### config.mk
export PLATFORM = sky130hd
export DESIGN_NAME = regfile_wb_arbiter
export DESIGN_NICKNAME = d
export VERILOG_FILES = /design/src/rtl/regfile_wb_arbiter.sv
export SDC_FILE = /design/constraint.sdc
export NUM_CORES = 1
export LEC_CHECK = 0
export BUFFER_PORTS_ARGS = -buffer_cell sky130_fd_sc_hd__buf_4
export CAP_MARGIN = 20
export CORE_MARGIN = 10
export CORE_UTILIZATION = 59
export CTS_BUF_LIST = sky130_fd_sc_hd__clkbuf_4 sky130_fd_sc_hd__clkbuf_8
export CTS_CLUSTER_DIAMETER = 30
export DETAILED_ROUTE_END_ITERATION = 10
export MAX_ROUTING_LAYER = met4
export PLACE_DENSITY = 0.9
export SYNTH_ARGS = -nofsm -noshare
export SYNTH_HDL_FRONTEND = slang
export SYNTH_SLANG_ARGS = --single-unit
### constraint.sdc
create_clock -name clk -period 2.2 [get_ports clk]
set_clock_uncertainty 0.1 [all_clocks]
set_input_delay 0.66 -clock clk [delete_from_list [all_inputs] [get_ports clk]]
set_output_delay 0.66 -clock clk [all_outputs]
set_load 0.005 [all_outputs]
### src/rtl/regfile_wb_arbiter.sv
// Round-robin writeback arbiter: per-lane queues feeding the single
// register file write port, with a pending-write mask for hazard stalls.
module regfile_wb_arbiter #(
  parameter int NUM_REQ    = 2,
  parameter int DATA_W     = 16,
  parameter int ADDR_W     = 3,
  parameter int FIFO_DEPTH = 2
) (
  input  logic                      clk,
  input  logic                      reset,
  input  logic [NUM_REQ-1:0]        req_valid,
  output logic [NUM_REQ-1:0]        req_ready,
  input  logic [NUM_REQ*ADDR_W-1:0] req_addr,
  input  logic [NUM_REQ*DATA_W-1:0] req_data,
  output logic                      rf_we,
  output logic [ADDR_W-1:0]         rf_waddr,
  output logic [DATA_W-1:0]         rf_wdata,
  output logic [2**ADDR_W-1:0]      pending_mask
);

  localparam int PW   = $clog2(FIFO_DEPTH);
  localparam int CW   = PW + 1;
  localparam int LW   = $clog2(NUM_REQ);
  localparam int NREG = 2**ADDR_W;

  typedef struct packed {
    logic [ADDR_W-1:0] addr;
    logic [DATA_W-1:0] data;
  } entry_t;

  entry_t        mem_q [NUM_REQ][FIFO_DEPTH];
  entry_t        mem_d [NUM_REQ][FIFO_DEPTH];
  logic [PW-1:0] rd_ptr_q [NUM_REQ];
  logic [PW-1:0] rd_ptr_d [NUM_REQ];
  logic [PW-1:0] wr_ptr_q [NUM_REQ];
  logic [PW-1:0] wr_ptr_d [NUM_REQ];
  logic [CW-1:0] count_q [NUM_REQ];
  logic [CW-1:0] count_d [NUM_REQ];

  logic [LW-1:0]     last_grant_q;
  logic [LW-1:0]     last_grant_d;
  logic              rf_we_q;
  logic              rf_we_d;
  logic [ADDR_W-1:0] rf_waddr_q;
  logic [ADDR_W-1:0] rf_waddr_d;
  logic [DATA_W-1:0] rf_wdata_q;
  logic [DATA_W-1:0] rf_wdata_d;

  logic [NUM_REQ-1:0] push;
  logic [NUM_REQ-1:0] pop;
  logic [NUM_REQ-1:0] nonempty;
  logic               grant_vld;
  logic [LW-1:0]      grant_idx;
  entry_t             head;
  logic [NREG-1:0]    pend;

  always_comb begin
    req_ready = '0;
    nonempty  = '0;
    push      = '0;
    for (int i = 0; i < NUM_REQ; i++) begin
      req_ready[i] = count_q[i] < CW'(FIFO_DEPTH);
      nonempty[i]  = count_q[i] != '0;
      push[i]      = req_valid[i] && req_ready[i];
    end
  end

  // Descending scan so the lane closest after last_grant wins.
  always_comb begin
    grant_vld = 1'b0;
    grant_idx = '0;
    for (int k = NUM_REQ - 1; k >= 0; k--) begin
      if (nonempty[(int'(last_grant_q) + 1 + k) % NUM_REQ]) begin
        grant_vld = 1'b1;
        grant_idx = LW'((int'(last_grant_q) + 1 + k) % NUM_REQ);
      end
    end
  end

  always_comb begin
    pop = '0;
    for (int i = 0; i < NUM_REQ; i++) begin
      pop[i] = grant_vld && (grant_idx == LW'(i));
    end
    head = mem_q[grant_idx][rd_ptr_q[grant_idx]];
  end

  always_comb begin
    mem_d    = mem_q;
    rd_ptr_d = rd_ptr_q;
    wr_ptr_d = wr_ptr_q;
    count_d  = count_q;
    for (int i = 0; i < NUM_REQ; i++) begin
      if (push[i]) begin
        mem_d[i][wr_ptr_q[i]].addr = req_addr[i*ADDR_W +: ADDR_W];
        mem_d[i][wr_ptr_q[i]].data = req_data[i*DATA_W +: DATA_W];
      end
      wr_ptr_d[i] = wr_ptr_q[i] + PW'(push[i]);
      rd_ptr_d[i] = rd_ptr_q[i] + PW'(pop[i]);
      count_d[i]  = count_q[i] + CW'(push[i]) - CW'(pop[i]);
    end
  end

  always_comb begin
    rf_we_d      = grant_vld;
    rf_waddr_d   = rf_waddr_q;
    rf_wdata_d   = rf_wdata_q;
    last_grant_d = last_grant_q;
    if (grant_vld) begin
      rf_waddr_d   = head.addr;
      rf_wdata_d   = head.data;
      last_grant_d = grant_idx;
    end
  end

  // An entry is live when its distance from rd_ptr is below count.
  always_comb begin
    pend = '0;
    for (int i = 0; i < NUM_REQ; i++) begin
      for (int j = 0; j < FIFO_DEPTH; j++) begin
        if ({1'b0, PW'(PW'(j) - rd_ptr_q[i])} < count_q[i]) begin
          pend[mem_q[i][j].addr] = 1'b1;
        end
      end
    end
    if (rf_we_q) begin
      pend[rf_waddr_q] = 1'b1;
    end
  end

  always_ff @(posedge clk) begin
    mem_q <= mem_d;
  end

  always_ff @(posedge clk) begin
    if (!reset) begin
      for (int i = 0; i < NUM_REQ; i++) begin
        rd_ptr_q[i] <= '0;
        wr_ptr_q[i] <= '0;
        count_q[i]  <= '0;
      end
      last_grant_q <= LW'(NUM_REQ - 1);
      rf_we_q      <= 1'b0;
      rf_waddr_q   <= '0;
      rf_wdata_q   <= '0;
    end else begin
      rd_ptr_q     <= rd_ptr_d;
      wr_ptr_q     <= wr_ptr_d;
      count_q      <= count_d;
      last_grant_q <= last_grant_d;
      rf_we_q      <= rf_we_d;
      rf_waddr_q   <= rf_waddr_d;
      rf_wdata_q   <= rf_wdata_d;
    end
  end

  assign rf_we        = rf_we_q;
  assign rf_waddr     = rf_waddr_q;
  assign rf_wdata     = rf_wdata_q;
  assign pending_mask = pend;

endmodule

# Word level (Yosys, flattened, before mapping)
# Cells that the tools add are included.
[totals]
inputBits = 42
word_cells = 126
reg_bits = 105
[op_classes]
n_addsub = 14
muxes = 46
bitwise_logic = 11
order_cmp = 24
n_reduce_logical = 13
[ops]
columns = ["operator", "count"]
rows = [
  ["38-bit bitwise mux", 4],
  ["38-bit 2-to-1 mux", 3],
  ["19-bit 2-to-1 mux", 5],
  ["19-bit demux with 1-bit select", 4],
  ["8-bit 2-to-1 mux", 5],
  ["32-bit by 2-bit adder with 32-bit output (second input constant)", 1],
  ["16-bit 2-to-1 mux", 2],
  ["8-bit bitwise OR", 4],
  ["3-bit by 4-bit < comparator with 1-bit output (second input constant)", 5],
  ["1-bit 2-to-1 mux", 18],
  ["1-bit demux with 3-bit select", 5],
  ["3-bit by 1-bit >= comparator with 1-bit output (second input constant)", 5],
  ["1-bit logical AND", 11],
  ["2-bit >= comparator (second input constant)", 4],
  ["1-bit by 2-bit < comparator with 1-bit output", 4],
  ["1-bit inverter with 2-bit output", 4],
  ["2-bit by 3-bit < comparator with 1-bit output (second input constant)", 2],
  ["1-bit adder", 4],
  ["2-bit by 1-bit adder with 2-bit output", 2],
  ["2-bit by 1-bit < comparator with 1-bit output (second input constant)", 2],
  ["2-bit < comparator (second input constant)", 2],
  ["2-bit nonzero test", 2],
  ["1-bit subtractor (first input constant)", 4],
  ["2-bit by 1-bit subtractor with 2-bit output", 2],
  ["other kinds (4)", 4],
]

# Longest topological paths before layout
[logic_depth]
ltp_word = 16
depth_mapped = 10
mapped_depth_nobuf = 9

# Worst setup path after synthesis
# No wires, ideal clock.
[synth_path]
path_type = "register to output"
startpoint = "reg count_q[3] (netlist bit)"
endpoint = "out pending_mask[4]"
slack_ns = 0.131
stages_incl_launch_ff = 6
t_arrival_ns = 1.309
cell_sequence = "dfxtp_1 -> buf_6 -> a21oi_2 -> or2b_2 -> nor3_1 -> or4_1"
[synth_via]
elab_chain_cells = 10
word_cells_on_any_way = 11
classes_between = "2 x order compare; 5 x mux; 4 x bitwise"
[synth_lines]
columns = ["element", "line_no", "text"]
rows = [
  ["from (decl)", "37", "logic [CW-1:0] count_q [NUM_REQ];"],
  ["from (signal assigned)", "149", "count_q <= count_d;"],
  ["1-bit by 2-bit < comparator with 1-bit output", "121", "if ({1'b0, PW'(PW'(j) - rd_ptr_q[i])} < count_q[i]) begin"],
  ["8-bit 2-to-1 mux", "121", ""],
  ["8-bit bitwise OR (no source line)", "--", ""],
  ["8-bit 2-to-1 mux *", "121", ""],
  ["8-bit bitwise OR (no source line)", "--", ""],
  ["8-bit 2-to-1 mux *", "121", ""],
  ["8-bit bitwise OR (no source line)", "--", ""],
  ["8-bit 2-to-1 mux *", "121", ""],
  ["8-bit bitwise OR (no source line)", "--", ""],
  ["8-bit 2-to-1 mux *", "126", "if (rf_we_q) begin"],
  ["to (decl)", "18", "output logic [2**ADDR_W-1:0] pending_mask"],
]
# Every way passes the cells marked *; elsewhere a longest branch is shown, timed or not.

# Worst setup path in the final report
[layout_path]
startpoint = "reg mem_q[18] (netlist bit)"
endpoint = "out pending_mask[4]"
[layout_via]
elab_chain_cells = 8
word_cells_on_any_way = 9
classes_between = "2 x order compare; 4 x mux; 2 x bitwise; 1 x reduce/logical"
[layout_lines]
columns = ["element", "line_no", "text"]
rows = [
  ["from (decl)", "31", "entry_t mem_q [NUM_REQ][FIFO_DEPTH];"],
  ["from (signal assigned)", "132", "mem_q <= mem_d;"],
  ["3-bit by 4-bit < comparator with 1-bit output (not written as such) / 3-bit by 1-bit >= comparator with 1-bit output (equally long branches)", "122", "pend[mem_q[i][j].addr] = 1'b1;"],
  ["1-bit logical AND (not written as such)", "122", ""],
  ["1-bit 2-to-1 mux (not written as such)", "122", ""],
  ["1-bit demux with 3-bit select *", "122", ""],
  ["8-bit bitwise OR (no source line) *", "--", ""],
  ["8-bit 2-to-1 mux *", "121", ""],
  ["8-bit bitwise OR (no source line)", "--", ""],
  ["8-bit 2-to-1 mux *", "126", ""],
]
# Marked as above.

==> flow_metrics.tcl <==
set metrics [dict create \
    wire_per_inst_um 18.84 \
    synthArstFlopShare_pct 0 \
    antenna_found_initial 0 \
    die_width_um 109.7 \
    top_usage_layer "met2" \
    max-vdd-ir-drop_v 0.0007401 \
    relSlewSlack_pct 41.46 \
    ant_nets 0 \
    slew_viol_final 0 \
    hold_violations 0 \
    leakage_uw 0.002427 \
    synth-main-ff-cell "edfxtp_1" \
    ys_ff_latch 105 \
    endpoint_kind "output port" \
    grt_max_degree 33 \
    synth.cell_area_um2 4742 \
    r2r-start "count_q[0]" \
    syn-num-nets 427 \
    dp.cells 557 \
    rows 32 \
    post-place-ws_ps 49.79 \
    synth-edff-count 76 \
    syn-mean-instance-area_um2 12.58 \
    cts_buffer_depth 2 \
    routed_wl_mm 10.89 \
    min-delay-start "rf_wdata[7]" \
    power_density_nw_per_um2 1203 \
    layout.cells.non_filler 578 \
    postCtsHoldBufs 0 \
    synth_cell_type_count 42 \
    initial_utilization_pct 61.05 \
    fin_crit_ps 2513 \
    critical_path_class "reg2out" \
    num-fill-cells 470 \
    required_ps 1440 \
    cp_max_fo 5 \
    grt_pass1_wl_mm 16.48 \
    clk_latency_ps 370 \
    htreeDepth 3 \
    rrSetupSlack_ps 60 \
    use_met1_pct 20.12 \
    globalRouteMet3Util_pct 2.633 \
    syn_to_final_growth_pct 24.91 \
    first_pass_iters 5 \
    ys.warnings.count 0 \
    diodes 0 \
    startpoint_type "register" \
    cts_tree "yes" \
    via_per_inst 5.718 \
    layout_commonest_cell "buf_4" \
    seq_area_frac_synth_pct 60.37 \
    groute.usage.overall_pct 18.19 \
    arrival_ps 1750 \
    grt_setup_unrepaired "true" \
    port_buffers 71 \
    drtIter0Drc 258 \
    grt_overflow 0 \
    cts_root_buffer "clkbuf_8" \
    seq_area_um2 2882 \
    setup_ws_ps -313.0 \
    final_cell_mix "buf_4 (93), edfxtp_1 (76), and2_1 (38), mux2i_1 (38), nor2b_1 (36)" \
    dieArea_um2 12020 \
    pin_count 72 \
    min_path_type "reg2reg" \
    violations "setup timing" \
    vias 3305 \
    r2r_cells 11 \
    drive_gt1_share_pct 30.67 \
    clkTransAtPathRegs_ps 100 \
    use_met2_pct 31.73 \
    fmaxAchievable_mhz 397.9 \
    die_y_um 109.7 \
    tightest_slew_ps 878.0 \
    timing.rr.end "count_q[3]" \
    multi_input_area_um2 1864 \
    place_hpwl_mm 7.349 \
    grt_pass1_vias 3381 \
    hold_end "rf_wdata[7]" \
    place_congestion 0.8826 \
    clock_sinks 105 \
    cts_buffers 9 \
    final.period_utilization_pct 114.2 \
    maxCapViolations 0 \
    drc_errors 0 \
    core_um2 7767 \
    finalSetupViolations 8 \
    syn_inst 377 \
    whs_path_depth 1 \
    outcome "finished with violations" \
    nets 521 \
]
how the worst max path moves through the flow:
stage | startpoint | end | cells past startpoint | slack [ps]
final | mem_q[18] | pending_mask[4] | 4 | -310
after global routing | mem_q[18] | pending_mask[4] | 4 | -380
after CTS | count_q[2] | pending_mask[0] | 5 | -300
after detailed placement | count_q[0] | pending_mask[0] | 5 | 50
after global placement | count_q[0] | pending_mask[4] | 5 | 90
after floorplan | count_q[3] | pending_mask[4] | 5 | 130
per-stage QoR:
step,area (um2),power [uW],setup TNS (ps),hold slack [ps],utilization [%]
after floorplan,4742,4458,0,350.9,-
after global placement,5512,5401,0,337.3,70.96
after detailed placement,5512,5528,0,340.7,70.96
after CTS,5796,6936,-2004,364.6,74.61
after global routing,5923,7479,-2829,370.5,76.26
final,5923,7124,-2337,362.6,76.26
where the power goes:
group / leakage (uW) / internal (uW) / switching, uW
Combinational: 0.00135 / 1420 / 1390
Clock: 0.000110 / 662 / 645
Sequential: 0.000965 / 2680 / 332
Total: 0.00243 / 4760 / 2370
final cells by class:
class,count,area share [%]
repair buffers,100,13.27
flip-flops and latches,105,48.65
inverters,11,0.6971
clock buffers,10,2.218
clock inverters,6,1.542
well taps,102,2.155
multi-input cells,244,31.47
critical path: stages, from the launching register on:
cell,delay [ps]
edfxtp_1,500
nand2b_1,160
nor2_1,70
or4_4,530
buf_6,130
synthesized netlist by cell type, types with 2 or more instances:
| cell | count | area [um2] |
|---|---|---|
| edfxtp_1 | 76 | 2282 |
| and2_1 | 38 | 237.7 |
| mux2i_1 | 38 | 380.4 |
| nor2b_1 | 38 | 237.7 |
| dfxtp_1 | 29 | 580.6 |
| o22ai_1 | 24 | 150.1 |
| a21o_1 | 18 | 135.1 |
| nand2_1 | 12 | 45.04 |
| inv_1 | 11 | 41.29 |
| nor3_1 | 9 | 45.04 |
| clkbuf_1 | 8 | 30.03 |
| ha_1 | 8 | 100.1 |
| nand2b_1 | 8 | 50.05 |
| buf_2 | 7 | 35.03 |
| nor2_1 | 7 | 26.28 |
| xnor2_1 | 6 | 52.55 |
| or3_1 | 4 | 25.02 |
| nand3_1 | 3 | 15.01 |
| o31ai_1 | 3 | 22.52 |
| or4_1 | 3 | 22.52 |
| nor3b_1 | 2 | 15.01 |
| o21ai_0 | 2 | 10.01 |
| o21ai_1 | 2 | 10.01 |
| o32ai_1 | 2 | 17.52 |
| or2_2 | 2 | 12.51 |
metal layers:
metal	up-vias	share of wire (%)	routed length, um
met5	-	0	0
met3	28	4.8	524
met4	0	3.1	341
met2	133	53	5760
met1	1585	39	4263
li1	1559	-	-
registers in the layout, indices dropped and copies added (netlist names):
| signal | count |
|---|---|
| mem_q | 76 |
| rf_wdata | 16 |
| count_q | 4 |
| rf_waddr | 3 |
| rd_ptr_q | 2 |
| wr_ptr_q | 2 |
| last_grant_q | 1 |
| rf_we | 1 |
repair_timing:
action                                  in CTS  in global routing
endpoints found under the setup margin       8                 10
resized for setup                           17                 26
hold endpoints to repair                     0                  0
buffers inserted                             3                  2
pin swaps                                    4                  7
kinds of logic after synthesis:
family,Yosys count,synth area share (%)
AOI/OAI and AO/OA,60,9.156
xor gates and xnor gates,6,1.108
adders and majority gates,8,2.111
buffers and inverters,28,2.639
DFF,105,60.37
muxes,38,8.021
and+or+nand+nor,132,16.60
Power figures use the tool's default switching activity.
